--- src/rtl/neuron_sample_feeder_pkg.sv ---
// Shared types and defaults for the neuron training-data feeder.
package neuron_pkg;

   typedef enum logic [1:0] {
      IDLE,
      PRESENT,
      EPOCH_CHECK,
      DONE
   } feeder_state_t;

   localparam int unsigned DATA_W_DEF     = 8;
   localparam int unsigned MAX_EPOCHS_DEF = 16;

   typedef struct packed {
      logic signed [DATA_W_DEF-1:0] x1;
      logic signed [DATA_W_DEF-1:0] x2;
      logic signed [DATA_W_DEF-1:0] t;
   } sample_t;

endpackage

--- src/rtl/neuron_sample_feeder_if.sv ---
// Sample handshake between the feeder (master) and the neuron controller (slave).
interface neuron_sample_feeder_if
   import neuron_pkg::*;
#(
   parameter int unsigned DATA_W = DATA_W_DEF,
   parameter int unsigned IDX_W  = 2
);
   logic              valid;
   logic              ready;
   logic [DATA_W-1:0] x1;
   logic [DATA_W-1:0] x2;
   logic [DATA_W-1:0] t;
   logic [IDX_W-1:0]  sample_idx;

   modport master (output valid, x1, x2, t, sample_idx, input ready);
   modport slave  (input valid, x1, x2, t, sample_idx, output ready);
endinterface

--- src/rtl/neuron_sample_table.sv ---
// Sample register file: synchronous write, asynchronous read, contents survive reset.
module neuron_sample_table #(
   parameter int unsigned DATA_W    = 8,
   parameter int unsigned N_SAMPLES = 4,
   parameter int unsigned IDX_W     = 2
) (
   input  logic                  clk,
   input  logic                  we,
   input  logic [IDX_W-1:0]      waddr,
   input  logic [3*DATA_W-1:0]   wdata,
   input  logic [IDX_W-1:0]      raddr,
   output logic [3*DATA_W-1:0]   rdata
);
   logic [3*DATA_W-1:0] mem [N_SAMPLES];

   always_ff @(posedge clk) begin
      if (we) mem[waddr] <= wdata;
   end

   assign rdata = mem[raddr];
endmodule

--- src/rtl/neuron_sample_feeder.sv ---
// Presents the sample table to the neuron controller epoch by epoch until convergence
// or MAX_EPOCHS. Define FEEDER_ALT_ORDER_EN to walk odd epochs in descending order.
module neuron_sample_feeder
   import neuron_pkg::*;
#(
   parameter int unsigned DATA_W     = DATA_W_DEF,
   parameter int unsigned N_SAMPLES  = 4,
   parameter int unsigned MAX_EPOCHS = MAX_EPOCHS_DEF,
   parameter int unsigned IDX_W      = $clog2(N_SAMPLES),
   parameter int unsigned EP_W       = $clog2(MAX_EPOCHS + 1)
) (
   input  logic                 clk,
   input  logic                 rst,
   input  logic                 start,
   input  logic                 load_en,
   input  logic [IDX_W-1:0]     load_addr,
   input  logic [DATA_W-1:0]    load_x1,
   input  logic [DATA_W-1:0]    load_x2,
   input  logic [DATA_W-1:0]    load_t,
   input  logic                 weight_changed,
   neuron_sample_feeder_if.master smp,
   output logic                 epoch_end,
   output logic [EP_W-1:0]      epoch_cnt,
   output logic                 busy,
   output logic                 done,
   output logic                 converged
);
   localparam logic [IDX_W-1:0] IDX_LAST = IDX_W'(N_SAMPLES - 1);
   localparam logic [EP_W-1:0]  EP_MAX   = EP_W'(MAX_EPOCHS);

   feeder_state_t       state, state_n;
   logic [IDX_W-1:0]    idx, idx_n;
   logic [EP_W-1:0]     epoch_n, ep_inc;
   logic                changed, changed_n, converged_n;
   logic                last, eff, table_we;
   logic [3*DATA_W-1:0] rd;

`ifdef FEEDER_ALT_ORDER_EN
   logic desc, desc_n;
   assign last = desc ? (idx == '0) : (idx == IDX_LAST);
`else
   assign last = (idx == IDX_LAST);
`endif

   assign table_we = load_en && (state == IDLE || state == DONE);

   neuron_sample_table #(
      .DATA_W    (DATA_W),
      .N_SAMPLES (N_SAMPLES),
      .IDX_W     (IDX_W)
   ) u_table (
      .clk   (clk),
      .we    (table_we),
      .waddr (load_addr),
      .wdata ({load_x1, load_x2, load_t}),
      .raddr (idx),
      .rdata (rd)
   );

   assign smp.valid      = (state == PRESENT);
   assign smp.sample_idx = idx;
   assign {smp.x1, smp.x2, smp.t} = smp.valid ? rd : '0;
   assign busy      = (state == PRESENT) || (state == EPOCH_CHECK);
   assign done      = (state == DONE);
   assign epoch_end = (state == EPOCH_CHECK);

   always_comb begin
      state_n     = state;
      idx_n       = idx;
      epoch_n     = epoch_cnt;
      changed_n   = changed;
      converged_n = converged;
`ifdef FEEDER_ALT_ORDER_EN
      desc_n      = desc;
`endif
      ep_inc      = epoch_cnt + 1'b1;
      // an update landing in the EPOCH_CHECK cycle still belongs to the epoch just finished
      eff         = changed | weight_changed;
      case (state)
         IDLE, DONE: begin
            if (start) begin
               state_n     = PRESENT;
               idx_n       = '0;
               epoch_n     = '0;
               changed_n   = 1'b0;
               converged_n = 1'b0;
`ifdef FEEDER_ALT_ORDER_EN
               desc_n      = 1'b0;
`endif
            end
         end
         PRESENT: begin
            changed_n = eff;
            if (smp.ready) begin
               if (last) begin
                  state_n = EPOCH_CHECK;
               end else begin
`ifdef FEEDER_ALT_ORDER_EN
                  idx_n = desc ? idx - 1'b1 : idx + 1'b1;
`else
                  idx_n = idx + 1'b1;
`endif
               end
            end
         end
         EPOCH_CHECK: begin
            epoch_n = ep_inc;
            if (!eff) begin
               converged_n = 1'b1;
               state_n     = DONE;
            end else if (ep_inc == EP_MAX) begin
               converged_n = 1'b0;
               state_n     = DONE;
            end else begin
               changed_n = 1'b0;
               state_n   = PRESENT;
`ifdef FEEDER_ALT_ORDER_EN
               desc_n    = ep_inc[0];
               idx_n     = ep_inc[0] ? IDX_LAST : '0;
`else
               idx_n     = '0;
`endif
            end
         end
         default: state_n = IDLE;
      endcase
   end

   always_ff @(posedge clk or posedge rst) begin
      if (rst) begin
         state     <= IDLE;
         idx       <= '0;
         epoch_cnt <= '0;
         changed   <= 1'b0;
         converged <= 1'b0;
`ifdef FEEDER_ALT_ORDER_EN
         desc      <= 1'b0;
`endif
      end else begin
         state     <= state_n;
         idx       <= idx_n;
         epoch_cnt <= epoch_n;
         changed   <= changed_n;
         converged <= converged_n;
`ifdef FEEDER_ALT_ORDER_EN
         desc      <= desc_n;
`endif
      end
   end
endmodule

--- src/flat_wrapper.sv ---
// flat-port wrapper written by rule: the top's interface ports become plain ports
module neuron_sample_feeder_flat import neuron_pkg::*;
#(
   parameter int unsigned DATA_W     = DATA_W_DEF,
   parameter int unsigned N_SAMPLES  = 4,
   parameter int unsigned MAX_EPOCHS = MAX_EPOCHS_DEF,
   parameter int unsigned IDX_W      = $clog2(N_SAMPLES),
   parameter int unsigned EP_W       = $clog2(MAX_EPOCHS + 1)
)
  (clk, rst, start, load_en, load_addr, load_x1, load_x2, load_t, weight_changed, epoch_end, epoch_cnt, busy, done, converged, smp_valid, smp_x1, smp_x2, smp_t, smp_sample_idx, smp_ready);
  neuron_sample_feeder_if #(.DATA_W(DATA_W), .IDX_W(IDX_W)) smp_i ();
  input  logic clk;
  input  logic rst;
  input  logic start;
  input  logic load_en;
  input  logic [IDX_W-1:0] load_addr;
  input  logic [DATA_W-1:0] load_x1;
  input  logic [DATA_W-1:0] load_x2;
  input  logic [DATA_W-1:0] load_t;
  input  logic weight_changed;
  output logic epoch_end;
  output logic [EP_W-1:0] epoch_cnt;
  output logic busy;
  output logic done;
  output logic converged;
  output wire logic [$bits(smp_i.valid)-1:0] smp_valid;
  output wire logic [$bits(smp_i.x1)-1:0] smp_x1;
  output wire logic [$bits(smp_i.x2)-1:0] smp_x2;
  output wire logic [$bits(smp_i.t)-1:0] smp_t;
  output wire logic [$bits(smp_i.sample_idx)-1:0] smp_sample_idx;
  input wire logic [$bits(smp_i.ready)-1:0] smp_ready;
  assign smp_valid = smp_i.valid;
  assign smp_x1 = smp_i.x1;
  assign smp_x2 = smp_i.x2;
  assign smp_t = smp_i.t;
  assign smp_sample_idx = smp_i.sample_idx;
  assign smp_i.ready = smp_ready;
  neuron_sample_feeder #(.DATA_W(DATA_W), .N_SAMPLES(N_SAMPLES), .MAX_EPOCHS(MAX_EPOCHS), .IDX_W(IDX_W), .EP_W(EP_W)) u_core (.clk(clk), .rst(rst), .start(start), .load_en(load_en), .load_addr(load_addr), .load_x1(load_x1), .load_x2(load_x2), .load_t(load_t), .weight_changed(weight_changed), .smp(smp_i), .epoch_end(epoch_end), .epoch_cnt(epoch_cnt), .busy(busy), .done(done), .converged(converged));
endmodule
--- config.mk ---
export PLATFORM = sky130hd
export DESIGN_NAME = neuron_sample_feeder_flat
export DESIGN_NICKNAME = d
export VERILOG_FILES = /design/src/rtl/neuron_sample_feeder_pkg.sv /design/src/rtl/neuron_sample_feeder_if.sv /design/src/rtl/neuron_sample_table.sv /design/src/rtl/neuron_sample_feeder.sv /design/src/flat_wrapper.sv
export SDC_FILE = /design/constraint.sdc
export NUM_CORES = 1
export LEC_CHECK = 0
export BUFFER_PORTS_ARGS = -buffer_cell sky130_fd_sc_hd__buf_2
export CORE_AREA = 2 2 82 99
export DETAILED_ROUTE_END_ITERATION = 16
export DIE_AREA = 0 0 84 101
export GPL_ROUTABILITY_DRIVEN = 0
export PLACE_DENSITY_LB_ADDON = 0.12
export SLEW_MARGIN = 20
export SYNTH_ARGS = -nofsm -noshare
export SYNTH_HDL_FRONTEND = slang
export SYNTH_SLANG_ARGS = --single-unit
--- constraint.sdc ---
create_clock -name clk -period 6.5 [get_ports clk]
set_input_delay 0.325 -clock clk [delete_from_list [all_inputs] [get_ports clk]]
set_output_delay 0.325 -clock clk [all_outputs]
set_load 0.03 [all_outputs]
# Word-level counts from Yosys, hierarchy flattened
# Memories as Yosys holds them, arrays and structs flattened.
# Cells that the tools add are included.
# W data, S select, Z words.
# classes
n_bitwise	1
n_eq_ne	12
n_mux	24
n_reduce_logical	11
magnitude_cmp	0
n_shift	0
n_div	0
multipliers	0
add_sub_neg	2
# ops
op	n
$mux W24	1
$mux W2	10
$pmux W2 S3	2
$ne A2 B2 Y1 const B	5
$pmux W5 S2	1
$reduce_and A3 Y1	3
$mux W1	7
$eq A2 B2 Y1 const B	3
$add A5 B1 Y5 const B	1
$eq A5 B5 Y1 const B	1
$mux W5	1
$reduce_and A5 Y1	1
$ne A3 B3 Y1 const B	1
$pmux W1 S3	1
$add A2 B1 Y2 const B	1
$eq A2 B1 Y1 const B	1
$logic_not A2 Y1	1
$logic_or A1 B1 Y1	2
$ne A2 B1 Y1 const B	1
$pmux W1 S2	1
$reduce_and A2 Y1	1
$reduce_bool A2 Y1	1
$reduce_or A2 Y1	1
$logic_and A1 B1 Y1	1
$or A1 B1 Y1	1
# word_totals
mem_bits_ro	0
memories	1
wordCells	56
latchBits	0
input_bits	32
ramBits	96
reg_bits	11
# memory_table
memory	depth	width	rd	rd_ports_with_merged_regs	wr	line	rtl
u_core.u_table.mem	4	24	1	0	1	neuron_sample_table.sv:14	logic [3*DATA_W-1:0] mem [N_SAMPLES];

# Longest topological paths before layout
# logic_depth
word_depth	5
depth_mapped	8

# Modules after synthesis
# Synthesis repeated with hierarchy kept, for this count alone.
# hier_totals
cells_unflattened	238
area_unflattened_um2	4478.0
# by_module_without_submodules
mod	cells_each	area_per_inst_um2	n_inst	seq_area_each_um2
neuron_sample_table	130	3534.6	1	2882.8
neuron_sample_feeder	108	943.4	1	275.3

# Least setup slack after synthesis
# No wires, ideal clock.
# synth_timing
kind	register to register
startpoint	reg u_core.state[0]
endpoint	mem u_core.u_table.mem[0][0] (netlist bit) (enable)
setup_ps	435
arrival_ps	2525
stages_incl_launch_ff	5
t_required_ps	6065
slack_ps	3540
path_cell_list	dfrtp_1 > inv_1 > ha_1 > nand2_1 > nor3_1
# synth_between
elab_chain_cells	5
# synth_rtl
item	line	rtl
from (decl)	neuron_sample_feeder.sv:31	feeder_state_t state, state_n;
from (signal assigned)	neuron_sample_feeder.sv:140	state <= state_n;
$eq A2 B2 Y1 or $logic_not A2 Y1 (tied branches)	neuron_sample_feeder.sv:45	assign table_we = load_en && (state == IDLE || state == DONE);
$logic_or A1 B1 Y1 (*)	neuron_sample_feeder.sv:45	
$logic_and A1 B1 Y1 (*)	neuron_sample_feeder.sv:45	
$mux W1 (*)	neuron_sample_table.sv:17	if (we) mem[waddr] <= wdata;
$mux W1 (not written as such) (*)	neuron_sample_table.sv:17	
to (decl)	neuron_sample_table.sv:14	
# Every way passes the cells marked *; elsewhere a longest branch is shown, timed or not.

# Worst setup path after layout
# layout_timing
startpoint	reg u_core.idx[0], in the netlist u_core.smp.sample_idx[0]
endpoint	out smp_x2[5]
# layout_between
elab_chain_cells	2
# layout_rtl
item	line	rtl
from (decl)	neuron_sample_feeder.sv:32	logic [IDX_W-1:0] idx, idx_n;
from (signal assigned)	neuron_sample_feeder.sv:141	idx <= idx_n;
$mem_v2 Z4 W24	--	
$mux W24	neuron_sample_feeder.sv:62	assign {smp.x1, smp.x2, smp.t} = smp.valid ? rd : '0;
to (decl)	flat_wrapper.sv:28	output wire logic [$bits(smp_i.x2)-1:0] smp_x2;
# No other way between the ends.

==> flow_summary.yaml <==
drt:
  avgViaCountPerCell: 5.75
  routed_wl_um: 7500
  drt_iter0_drc: 128
  met3_length_um: 292
  wl_met1_um: 3100
  drcViolationCount: 0
  dr_total_vias: 2319
  routedWlPerCell_um: 18.6
  ant_nets: 0
  highest_layer: "met4"
  wl_met2_um: 4020
  dr.pass1.iters: 5
pwr:
  p_per_area_nw_per_um2: 399
  ir_drop_v: 0.000267
  p_switching_mw: 0.750
  clkPwrFrac_pct: 18.2
  swShare_pct: 37.7
  power_frac_seq_pct: 44.6
  power.leakage_nw: 1.82
  internal_power_mw: 1.24
  pwr-share-comb_pct: 37.2
synth:
  synth_xor_area_share_pct: 0
  netlist_area_sq_um: 4380
  syn_nets: 271
  synth-seq-cells: 107
  synth_seq_area_share_pct: 72.1
  yosys.cell_types.count: 35
  synthAdderAreaFrac_pct: 1.71
  ys.flop_type: "edfxtp_1"
  synth_edf_count: 96
  synth_compound_area_share_pct: 3.25
  synth_top_family_by_area: "multiplexers"
  synth_top_area_cell: "edfxtp_1"
  synthArstFlopShare_pct: 10.3
  synthCells: 233
  yosys.area.top_type_share_pct: 65.8
  yosys-top-cells-area: "edfxtp_1 66%, mux4_2 9.8%, dfrtp_1 6.3%"
  avgSynthCellArea_sq_um: 18.8
  synth.yosys.warnings: 0
  synth-simple-area-share_pct: 7.08
  synth_mux_area_share_pct: 13.2
layout:
  fill_cells: 546
  syn2layout_area_growth_pct: 13.7
  final_cells: 403
  n_antenna_cell: 0
  final_nets: 345
  final_layout_size_suffix_gt1_share_pct: 36.3
clock_network:
  cts_buffer_depth: 2
  h-tree-depth: 3
  hold_buffers: 1
  insertion_delay_ns: 0.37
  cts-root-buf: "clkbuf_8"
  cts_setup_buffers: 0
  clk_pin_slew_ns: 0.09
  cts_tree: "built"
  cts_resized: 0
  cts.sinks: 107
  cts_buffers: 9
place:
  dp_hpwl_um: 4720
  post-place-ws_ns: 4.21
  io_buffers: 67
  dp.cells: 387
floorplanning:
  num_rows: 35
  core_area_sq_um: 7580
  die_w_um: 84
  initial_utilization_pct: 57.9
  io_pins: 68
  die_h_um: 101
  die_area_sq_um: 8480
global_route:
  antenna_found_initial: 0
  grt_max_degree: 34
  grt_pass1_vias: 2321
  grt_pass1_wl_um: 11800
  grt_overflow: 0
  grtUsageTotal_pct: 18.9
critical_path:
  critPathArrivalTime_ns: 2.30
  crit_path_start_kind: "flop"
  critPathMaxFanout: 27
  cp-end-kind: "output pin"
  critPathRequiredTime_ns: 6.17
  cp-startpoint: "u_core.smp.sample_idx[0]"
  r2r_start: "u_core.state[0]"
  critPathKind: "flop to output pin"
  r2r_slack_ns: 4.39
sta:
  worst_slack_ns: 3.88
  fin_crit_sh_pct: 40.3
  fin_skew_ns: 0.00700
  finalHoldViolCount: 0
  period_needed_ns: 2.62
  slew_viol_final: 0
  rsz0062_at_grt: "no"
  fmax_mhz: 381
  tns_ns: 0
  setup-violations-final: 0
  max-slew-margin-rel_pct: 43.1
  max_slew.worst_pin.slew_ns: 0.854
flow_run:
  drv_cap: 0
min_path:
  hold_class: "input pin to flop"
  min_from: "load_x2[5]"
status:
  outcome: "finished, final reports clean"
## power groups by stage
stage	sequential [mW]	combinational (mW)	clock, mW
finish	0.888	0.739	0.362
global route	0.901	0.795	0.396
CTS	0.892	0.746	0.368
detailed placement	0.908	0.743	0
global placement	0.903	0.737	0
floorplan	0.879	0.599	0
## cells by family after synthesis
group           Yosys count
flops                   107
simple gates             56
mux                      26
compound gates           21
buf+inv                  17
fa+ha+maj                 6
## cell usage after synthesis, types with 2 or more instances
library cell,n
nand3_1,4
inv_1,7
dfrtp_1,11
mux4_1,5
edfxtp_1,96
clkbuf_1,3
ha_1,6
and2_1,26
o31ai_1,2
nor3_1,2
nor2_1,5
nand2_1,11
mux2i_1,2
o21ai_0,5
buf_12,2
a21oi_1,4
buf_2,2
mux4_2,19
buf_6,2
nand2b_1,3
nand4b_1,2
## worst max-delay path, cell delays in order, from the launching register on
cell and delay (ns):
dfrtp_2 0.94, mux4_1 0.65, and2_1 0.17, buf_2 0.17
## worst paths after layout
check | depth (start not counted) | endpoint
max | 3 | smp_x2[5]
min | 1 | u_core.u_table.mem[3][13]
max reg2reg | 5 | u_core.u_table.mem[3][17]
min reg2reg | 1 | u_core.epoch_cnt[4]
max in group asynchronous | 3 | u_core.smp.sample_idx[0]
min in group asynchronous | 3 | u_core.converged
## state kept, by name, indices dropped and copies added, names as in the netlist
register and cells:
u_core.state 2, u_core.converged 1, u_core.u_table.mem 96, u_core.changed 1, u_core.smp.sample_idx 2, u_core.epoch_cnt 5
## cells in the final DEF (no fill, tap or decap), drive strengths merged, types with 4 or more instances in the layout
cell and n:
buf 72, inv 9, dfrtp 11, nor2 5, mux4 24, nand3 4
o21ai 6, nand2 11, a21oi 4, edfxtp 96, ha 6, clkbuf 9
clkinv 4, and2 26
## per-layer routing
layer,up-vias,global-route usage [%]
li1,1064,-
met1,1186,22.3
met2,59,33.5
met3,10,4.50
met4,0,8.06
met5,-,0
## final cells by class
| cell class | count | area [sq um] | share of cell area (%) |
|---|---|---|---|
| inverters | 7 | 26.3 | 0.527 |
| multi-input cells | 109 | 1120 | 22.6 |
| clock inverters | 6 | 50.0 | 1.00 |
| clock buffers | 9 | 124 | 2.49 |
| well taps | 92 | 115 | 2.31 |
| flip-flops and latches | 107 | 3160 | 63.4 |
| repair buffers | 73 | 383 | 7.68 |
## through the flow
step / utilization [%] / cell area (sq um) / power (mW) / hold WS, ns
detailed placement: 63.3 / 4800 / 1.65 / 0.343
finish: 65.8 / 4980 / 1.99 / 0.164
global placement: 63.3 / 4800 / 1.64 / 0.343
global route: 65.8 / 4980 / 2.09 / 0.150
floorplan: - / 4380 / 1.48 / 0.177
CTS: 65.7 / 4980 / 2.01 / 0.157
No activity file was read; power rests on OpenSTA's default activity.
